[src/rtl/btn_filter_bank.sv]
// Multi-channel button conditioner: per-channel synchroniser, stable-count debounce,
// press/release strobes and an optional hold-to-repeat strobe.
module btn_filter_bank #(
  parameter int                  CHANNELS      = 4,
  parameter int                  STABLE_CYCLES = 16,
  parameter int                  SYNC_STAGES   = 2,
  parameter logic [CHANNELS-1:0] INPUT_INVERT  = '0,
  parameter int                  REPEAT_DELAY  = 0,
  parameter int                  REPEAT_PERIOD = 8
) (
  input  logic                clock,
  input  logic                reset,
  input  logic [CHANNELS-1:0] rawButtons,
  output logic [CHANNELS-1:0] filteredButtons,
  output logic [CHANNELS-1:0] pressPulse,
  output logic [CHANNELS-1:0] releasePulse,
  output logic [CHANNELS-1:0] repeatPulse
);

  localparam int CNT_W = $clog2(STABLE_CYCLES + 1);

  genvar gi;
  generate
    for (gi = 0; gi < CHANNELS; gi++) begin : g_chan
      logic [SYNC_STAGES-1:0] sync_q, sync_d;
      logic [CNT_W-1:0]       cnt_q, cnt_d;
      logic                   filt_q, filt_d;
      logic                   press_q, press_d;
      logic                   rel_q, rel_d;
      logic                   synced;
      logic                   flip;

      assign synced = sync_q[SYNC_STAGES-1];

      // Any sample agreeing with the current level restarts qualification.
      always_comb begin
        sync_d = {sync_q[SYNC_STAGES-2:0], rawButtons[gi] ^ INPUT_INVERT[gi]};
        cnt_d  = cnt_q;
        filt_d = filt_q;
        flip   = 1'b0;
        if (synced == filt_q) begin
          cnt_d = '0;
        end else if (cnt_q == CNT_W'(STABLE_CYCLES - 1)) begin
          filt_d = synced;
          cnt_d  = '0;
          flip   = 1'b1;
        end else begin
          cnt_d = cnt_q + 1'b1;
        end
        press_d = flip & synced;
        rel_d   = flip & ~synced;
      end

      always_ff @(posedge clock or posedge reset) begin
        if (reset) begin
          sync_q  <= '0;
          cnt_q   <= '0;
          filt_q  <= 1'b0;
          press_q <= 1'b0;
          rel_q   <= 1'b0;
        end else begin
          sync_q  <= sync_d;
          cnt_q   <= cnt_d;
          filt_q  <= filt_d;
          press_q <= press_d;
          rel_q   <= rel_d;
        end
      end

      assign filteredButtons[gi] = filt_q;
      assign pressPulse[gi]      = press_q;
      assign releasePulse[gi]    = rel_q;

      if ((REPEAT_DELAY > 0) && (REPEAT_PERIOD > 0)) begin : g_rpt
        localparam int RPT_MAX = (REPEAT_DELAY > REPEAT_PERIOD) ? REPEAT_DELAY : REPEAT_PERIOD;
        localparam int RPT_W   = $clog2(RPT_MAX + 1);

        logic [RPT_W-1:0] rcnt_q, rcnt_d;
        logic             period_q, period_d;
        logic             rpt_q, rpt_d;

        // Cleared while released and on the press/release edges; period_q marks
        // that the initial delay has elapsed and the counter now wraps on the period.
        always_comb begin
          rcnt_d   = rcnt_q;
          period_d = period_q;
          rpt_d    = 1'b0;
          if (!filt_q || flip) begin
            rcnt_d   = '0;
            period_d = 1'b0;
          end else if (!period_q) begin
            if (rcnt_q == RPT_W'(REPEAT_DELAY - 1)) begin
              rpt_d    = 1'b1;
              rcnt_d   = '0;
              period_d = 1'b1;
            end else begin
              rcnt_d = rcnt_q + 1'b1;
            end
          end else begin
            if (rcnt_q == RPT_W'(REPEAT_PERIOD - 1)) begin
              rpt_d  = 1'b1;
              rcnt_d = '0;
            end else begin
              rcnt_d = rcnt_q + 1'b1;
            end
          end
        end

        always_ff @(posedge clock or posedge reset) begin
          if (reset) begin
            rcnt_q   <= '0;
            period_q <= 1'b0;
            rpt_q    <= 1'b0;
          end else begin
            rcnt_q   <= rcnt_d;
            period_q <= period_d;
            rpt_q    <= rpt_d;
          end
        end

        assign repeatPulse[gi] = rpt_q;
      end else begin : g_no_rpt
        assign repeatPulse[gi] = 1'b0;
      end
    end
  endgenerate

endmodule
[config.mk]
export PLATFORM = sky130hd
export DESIGN_NAME = btn_filter_bank
export DESIGN_NICKNAME = d
export VERILOG_FILES = /design/src/rtl/btn_filter_bank.sv
export SDC_FILE = /design/constraint.sdc
export NUM_CORES = 1
export LEC_CHECK = 0
export ABC_CLOCK_PERIOD_IN_PS = 1190
export CAP_MARGIN = 20
export CELL_PAD_IN_SITES_DETAIL_PLACEMENT = 1
export CELL_PAD_IN_SITES_GLOBAL_PLACEMENT = 1
export CORE_UTILIZATION = 41
export CTS_BUF_LIST = sky130_fd_sc_hd__clkbuf_4
export CTS_CLUSTER_DIAMETER = 80
export DETAILED_ROUTE_END_ITERATION = 16
export PLACE_DENSITY = 0.82
export SLEW_MARGIN = 40
export SYNTH_ARGS = -nofsm -noshare
export SYNTH_HDL_FRONTEND = slang
export SYNTH_SLANG_ARGS = --single-unit
[constraint.sdc]
create_clock -name clock -period 1.19 [get_ports clock]
set_clock_uncertainty 0.15 [all_clocks]
set_input_delay 0.238 -clock clock [delete_from_list [all_inputs] [get_ports clock]]
set_output_delay 0.238 -clock clock [all_outputs]
set_load 0.01 [all_outputs]
Yosys cells after proc, flatten, opt, wreduce, memory -nomap -nowiden

Index checks and enable logic that the tools add are counted.

Equality and inequality tests: 8
Reduce and logical (&&, ||, !) cells: 4
Muxes and demuxes: 16
Bitwise logic cells: 16
$add $sub $neg: 4

Operator list:

| operator            | number |
|---|---|
| $mux 5              | 8 |
| $add 5x1->5 const B | 4 |
| $eq 5x4->1 const B  | 4 |
| $and 1x1->1         | 8 |
| $mux 1              | 8 |
| $not 1->1           | 8 |
| $reduce_and 2->1    | 4 |
| $eq 1x1->1          | 4 |

Register bits after elaboration: 40
Logic and storage cells: 68
Bits of input ports: 6
Output and inout bits: 16

Depth between registers and ports, before layout

Gate-level depths: netlist of run 1.

Word-level depth: 4
Depth in mapped cells: 4
Mapped depth without buffers: 4

Worst setup path after synthesis of run 1

No wires, ideal clock.

Path kind: reg2reg
From: register g_chan[2].cnt_q[0]
To: register g_chan[2].filt_q
Buffers on the path: 0
Data required time: 0.915 ns
Arrival time: 1.033 ns
Path slack: -0.118 ns
Cell stages (with the launch flop): 4
Cells stage by stage: dfrtp_1 ha_1 nand4b_4 mux2_4

Longest elaborated chain between the ends: 2

Ends and longest elaborated chain:

| what                       | RTL line | text |
|---|---|---|
| start: declaration         | 26       | `logic [CNT_W-1:0] cnt_q, cnt_d;` |
| start signal: assignment   | 63       | `cnt_q <= cnt_d;` |
| $eq 5x4->1                 | 43       | `end else if (cnt_q == CNT_W'(STABLE_CYCLES - 1)) begin` |
| $reduce_and 2->1 (no line) | n/a      |  |
| end signal: assignment     | 64       | `filt_q <= filt_d;` |
| end: declaration           | 27       | `logic filt_q, filt_d;` |

Every way passes these cells.
A chain may end at the register's enable or synchronous reset.

Worst setup path in the final report of run 1

From: register g_chan[3].cnt_q[1]
To: register g_chan[3].filt_q

Longest elaborated chain between the ends: 2

Ends and longest elaborated chain:

| what                       | RTL line |
|---|---|
| start: declaration         | 26 |
| start signal: assignment   | 63 |
| $eq 5x4->1                 | 43 |
| $reduce_and 2->1 (no line) | n/a |
| end signal: assignment     | 64 |
| end: declaration           | 27 |

Every way passes these cells.

==> results of run 1 <==
-- power by group through the flow --
stage	Sequential, mW	Combinational, mW	Clock (mW)
final	1.46	0.240	0.864
after global routing	1.47	0.265	0.942
after CTS	1.46	0.218	0.876
after detailed placement	1.48	0.189	0
after global placement	1.47	0.172	0
after floorplan	1.47	0.106	0
-- area by class of cell --
type | instances | area [um^2] | share of cell area, %
clock buffers | 5 | 37.5 | 1.63
clock inverters | 3 | 37.5 | 1.63
inverters | 1 | 7.51 | 0.326
multi-input cells | 68 | 776 | 33.7
flip-flops and latches | 40 | 1000 | 43.5
well taps | 48 | 60.1 | 2.61
repair buffers | 43 | 380 | 16.5
-- flip-flops by register name (all words and copies together), names as in the netlist --
register,count
g_chan.cnt_q,20
g_chan.sync_q,8
g_chan.filt_q,4
g_chan.press_q,4
g_chan.rel_q,4
-- cells in the final DEF, fill, tap and decap left out, types with 2 or more instances in the layout --
master,instances
nand2_1,5
buf_12,2
nand2_4,3
xor2_4,4
clkbuf_4,5
xor2_1,6
nor3b_2,6
xor2_2,2
buf_4,14
mux2_4,4
nand4b_4,4
dfrtp_1,40
conb_1,4
and3_4,2
nand3_2,2
a31oi_1,4
nand3_1,2
buf_6,12
nor2_2,5
nor2_1,2
clkdlybuf4s50_1,5
nor3b_1,2
and2_1,4
ha_4,4
clkinv_1,2
buf_2,10
-- cell families after synthesis --
| logic type | share of synthesized area, % |
|---|---|
| AOI/OAI and AO/OA | 1.52 |
| xor gates and xnor gates | 6.38 |
| adders and majority gates | 3.04 |
| buffers and inverters | 7.52 |
| DFF | 60.7 |
| muxes | 3.64 |
| other | 0.228 |
| and+or+nand+nor | 16.9 |
-- final timing paths --
check,end,cells after the start,from,slack (ns)
max,g_chan[3].filt_q,3,g_chan[3].cnt_q[1],-0.15
min,g_chan[3].rel_q,3,reset,0.14
max reg2reg,g_chan[3].filt_q,3,g_chan[3].cnt_q[1],-0.15
min reg2reg,g_chan[2].sync_q[1],0,g_chan[2].sync_q[0],0.22
max in group asynchronous,g_chan[0].sync_q[1],3,reset,0.61
min in group clock,g_chan[2].sync_q[0],1,rawButtons[2],0.18
-- layer usage --
metal  vias to the layer above  part of all wire, %  track usage (%)
met5                         -                    0                0
met4                         0                  1.7             4.08
met3                         4                  3.4             4.69
met2                        23                   55             34.1
met1                       506                   40             20.6
li1                        460                    -                -
-- worst min-delay path, cell delays in order --
cell and delay [ns]:
clkdlybuf4s50_1 0.45, clkinvlp_4 0.13, buf_12 0.17
-- what timing repair did --
item / CTS / global route
resized for setup: 83 / 12
endpoints found under the setup margin: 43 / 43
setup buffers: 6 / 5
pin swaps: 13 / 11
hold buffers: 0 / 0
==> impl_results.md, run 1 <==
* Clock latency on the worst-skew pair at 0.34 ns
* Die ar. at 4280 um^2
* Post-Route WL at 3520 um
* Slowest stage cell, crit path: dfrtp_1
* Fraction of registers with async set/reset at 100%
* Power density over the cells at 1120 nW/um^2
* Nets@finish at 169
* Largest cells by area after synthesis: dfrtp_1, buf_4, xor2_1
* Number of vias per cell at 4.77
* CTS H-tree depth at 2
* Max Cap Violations at 0
* Initial drt markers at 23
* IO Pins at 22
* TritonCTS Buffers at 5
* Antenna viol nets, final at 0
* Critical path buffers and inverters at 0
* Die span in x at 65.4 um
* Worst Setup Path Type: flop to flop
* Final Power at 2.57 mW
* Drt wl/cell at 16.9 um
* Startpoint Class: flop
* Final Cell Area at 2300 um^2
* Worst setup EP type: flop
* Register bit total from synthesis at 40
* DRC at 0
* Leakage power at 1.23 nW
* GRT Resource Usage Total at 18.3%
* Sw power at 0.602 mW
* Root Buffer: clkbuf_4
* CP arrival at 1.43 ns
* Critical path's largest stage delay at 0.43 ns
* Clk slew on worst S/H paths at 0.12 ns
* Final setup TNS at -2.42 ns
* Core area at 3740 um^2
* Worst Slack Setup Final at -0.145 ns
* FILL cells at 376
* Synth Instances at 122
* CP Max Fanout at 4
* Synth cell types at 17
* Delay-heaviest family, CP: flip-flops
* # setup viols final at 36
* Clock power frac at 33.7%
* DRT Pass-1 Iters at 2
* Final cell count without fillers at 208
* Ys flop type: dfrtp_1
* Number of global-route vias before repair at 1,148
* Final hold violation count at 0
* PortBufs at 17
* Yosys warnings at 0
* Die Ht at 65.4 um
* Row count at 22
* Initial antenna violation count at 0
* Mapped Area at 1650 um^2
* Most frequent cell after synthesis: dfrtp_1
* Layout cells sized above 1 at 51.9%
* Synth top area share at 60.7%
* Fin crit share at 112%
* Syn Area/Cell at 13.5 um^2
* Failing checks: setup timing
* Fraction of power spent switching nets at 23.5%
* Total grt overflow at 0
* Fin Hold WS at 0.136 ns
* Placement Cell Area at 1970 um^2
* Logic gate share of total power at 9.3%
* Detailed placement HPWL at 2150 um
* Initial Utilization at 44.0%
* GP Congestion at 0.779
* RSZ-0062 raised after global routing: yes
* Largest area contributor in the netlist: dfrtp_1
* Vias at 993
* Place WS at -0.125 ns
* Register area share after synthesis at 60.7%
* Global-route wire length before repair at 5710 um
* CTS tree: yes
* Largest net degree at the start of global routing at 21
* Area Overhead vs Synth at 39.6%
* Crit-path cells: ha_4 > nand4b_4 > mux2_4
* Maximum clock frequency at 0.749 GHz
* Worst ir drop on vdd at 0.988 mV
* Cell count after placement at 190
* HP Class: primary input to async pin
* Top post-synthesis cells by count: dfrtp_1, buf_4, xor2_1
* Int Power at 1.97 mW
* Fin crit period at 1.34 ns
* Max Slew Vio Count at 0
* Sequential share of power at 57.0%
* CTS Buffer Depth at 2
* ANT cells at 0
* CP Data Required Time at 1.28 ns
* Sink Count at 40
* Final core occ at 61.4%
* Status: finished, violations left
* Post-synth EDFFs at 0
(Power assumes the default switching activity.)
==> run 2, diff against run 1 <==
--- a/config.mk
+++ b/config.mk
@@ -13,6 +13,7 @@
 export CTS_BUF_LIST = sky130_fd_sc_hd__clkbuf_4
 export CTS_CLUSTER_DIAMETER = 80
 export DETAILED_ROUTE_END_ITERATION = 16
+export GPL_TIMING_DRIVEN = 0
 export PLACE_DENSITY = 0.82
 export SLEW_MARGIN = 40
 export SYNTH_ARGS = -nofsm -noshare
==> run 2 against run 1 <==
  * The run still ends with setup timing left
  * Clock power down 24%
  * Cell count unchanged
  * Global-route usage down 2.1 points
  * Non-clock buffer count up 1
  * Register-to-register slack about the same
  * Count of clock-buffer cells in the layout up 1
  * Utilization up 0.60 points
  * First-iteration DRC count up 39%
  * Critical path depth down 1
  * Routed wire length down 8.8%
  * Fmax down 3.3%
  * Via count down 0.50%
  * Critical path type is now flop to primary output
  * Largest cell class unchanged
  * Largest power group unchanged
  * Highest routed layer unchanged
==> impl_results.md, run 2 (synthesis results as in run 1) <==
* Area Overhead vs Synth at 40.9%
* Number of vias per cell at 4.75 (-0.50%)
* Power density over the cells at 1010 nW/um^2 (-9.6%)
* Sw power at 0.575 mW (-4.5%)
* DRT Pass-1 Iters at 4 (+2)
* RSZ-0062 raised after global routing: yes
* Place WS at -0.269 ns (-0.145 ns)
* Die ar. at 4280 um^2 (unchanged)
* Highest routed layer: met4
* Global-route wire length before repair at 4930 um (-14%)
* # setup viols final at 33 (-8.3%)
* Detailed placement HPWL at 1900 um (-11%)
* Biggest register: g_chan.cnt_q
* Sequential share of power at 62.6% (+5.6 points)
* Clock latency on the worst-skew pair at 0.34 ns (about the same)
* Final Cell Area at 2320 um^2 (+0.98%)
* CTS Buffer Depth at 2 (unchanged)
* Fin crit share at 116% (+3.9 points)
* GRT Resource Usage Total at 16.2% (-2.1 points)
* Worst Slack Setup Final at -0.192 ns (-0.0462 ns)
* Fin crit period at 1.38 ns (+0.0462 ns)
* Clk slew on worst S/H paths at 0.11 ns (about the same)
* Total grt overflow at 0 (unchanged)
* CP Data Required Time at 0.80 ns (-0.48 ns)
* Drt wl/cell at 15.4 um (-8.8%)
* Most common cell after layout, fill and taps aside: dfrtp_1
* Fin Hold WS at 0.0490 ns (-0.0867 ns)
* GP Congestion at 0.685 (-12%)
* Fraction of power spent switching nets at 24.5% (+1.1 points)
* Row count at 22 (unchanged)
* Logic gate share of total power at 9.5% (+0.2 points)
* Post-Route WL at 3210 um (-8.8%)
* IO Pins at 22 (unchanged)
* Die span in x at 65.4 um (unchanged)
* Vias at 988 (-0.50%)
* Worst Setup Path Type: flop to primary output
* Int Power at 1.77 mW (-10%)
* Met3 WL at 141 um (+17%)
* Met2 WL at 1800 um (-7.1%)
* Flip-flop count of the largest register after layout at 20 (unchanged)
* Clock power frac at 28.0% (-5.7 points)
* Met1 wire length at 1240 um (-12%)
* Max Cap Violations at 0 (unchanged)
* Die Ht at 65.4 um (unchanged)
* Worst setup EP type: primary output
* Status: finished, violations left
* DRC at 0 (unchanged)
* Leakage power at 1.22 nW (-0.38%)
* Placement Cell Area at 1940 um^2 (-1.3%)
* CP Max Fanout at 2 (-2)
* Initial Utilization at 44.0% (unchanged)
* Final hold violation count at 0 (unchanged)
* Failing checks: setup timing
* Initial antenna violation count at 0 (unchanged)
* Max Slew Vio Count at 0 (unchanged)
* Worst ir drop on vdd at 0.699 mV (-29%)
* PortBufs at 17 (unchanged)
* Sink Count at 40 (unchanged)
* Highest-count cells in the layout ignoring fill and taps: dfrtp_1, buf_6, buf_4
* Nets@finish at 170 (+0.59%)
* CP arrival at 0.99 ns (-0.44 ns)
* TritonCTS Buffers at 5 (unchanged)
* Root Buffer: clkbuf_4
* CTS tree: yes
* Number of global-route vias before repair at 1,009 (-12%)
* Startpoint Class: flop
* Core area at 3740 um^2 (unchanged)
* Regs by FF count: g_chan.cnt_q (20), g_chan.sync_q (8)
* Maximum clock frequency at 0.724 GHz (-3.3%)
* Antenna viol nets, final at 0 (unchanged)
* Initial drt markers at 32 (+39%)
* HP Class: primary input to async pin
* ANT cells at 0 (unchanged)
* Largest net degree at the start of global routing at 41 (+95%)
* CTS H-tree depth at 2 (unchanged)
* Layout cells sized above 1 at 53.1% (+1.2 points)
[run 2: final timing paths]
check	to	slack (ns)	start	depth (start not counted)
min in group clock	g_chan[3].sync_q[0]	0.18	rawButtons[3]	1
min reg2reg	g_chan[0].sync_q[1]	0.21	g_chan[0].sync_q[0]	0
max	filteredButtons[0]	-0.19	g_chan[0].filt_q	2
max reg2reg	g_chan[0].cnt_q[4]	-0.15	g_chan[0].filt_q	5
max in group asynchronous	g_chan[2].filt_q	0.41	reset	3
min	g_chan[1].press_q	0.05	reset	2
[run 2: timing repair]
action	in CTS	in global routing
gates cloned	0	0
endpoints found under the setup margin	33	44
resized for setup	80	24
buffers inserted	10	9
hold buffers	0	0
pin swaps	7	9
[run 2: cell type report]
class / instances / area [um^2]
inverters: 1 / 7.51
clock inverters: 1 / 5.00
plain buffers: 8 / 75.1
repair buffers: 36 / 363
flip-flops and latches: 40 / 1000
fillers: 366 / 1420
clock buffers: 6 / 45.0
multi-input cells: 68 / 766
well taps: 48 / 60.1
[run 2: worst max-delay path, stage by stage, from the launching register on]
cell     delay, ns
dfrtp_1       0.42
buf_6         0.12
buf_6         0.11
[run 2: power groups by stage]
| stage | registers, mW | logic, mW | clock network [mW] |
|---|---|---|---|
| 5_1_grt | 1.47 | 0.247 | 0.749 |
| 3_3_place_gp | 1.48 | 0.137 | 0 |
| 2_1_floorplan | 1.47 | 0.106 | 0 |
| 6_report | 1.47 | 0.222 | 0.656 |
| 4_1_cts | 1.46 | 0.185 | 0.684 |
| 3_5_place_dp | 1.48 | 0.148 | 0 |
[run 2: metal layers]
| metal | up-vias | track usage, % |
|---|---|---|
| met5 | - | 0 |
| li1 | 456 | - |
| met3 | 5 | 6.25 |
| met2 | 24 | 27.2 |
| met1 | 503 | 19.0 |
| met4 | 0 | 4.89 |
[run 2: metrics by stage]
| stage | cells | power (mW) | utilization (%) | TNS, ns |
|---|---|---|---|---|
| after CTS | 199 | 2.33 | 57.2 | -2.55 |
| after global placement | 190 | 1.62 | 51.9 | -10.0 |
| after floorplan | 125 | 1.58 | - | -0.208 |
| after global routing | 208 | 2.47 | 62.0 | -4.71 |
| after detailed placement | 190 | 1.63 | 51.9 | -11.86 |
| final | 208 | 2.34 | 62.0 | -2.93 |
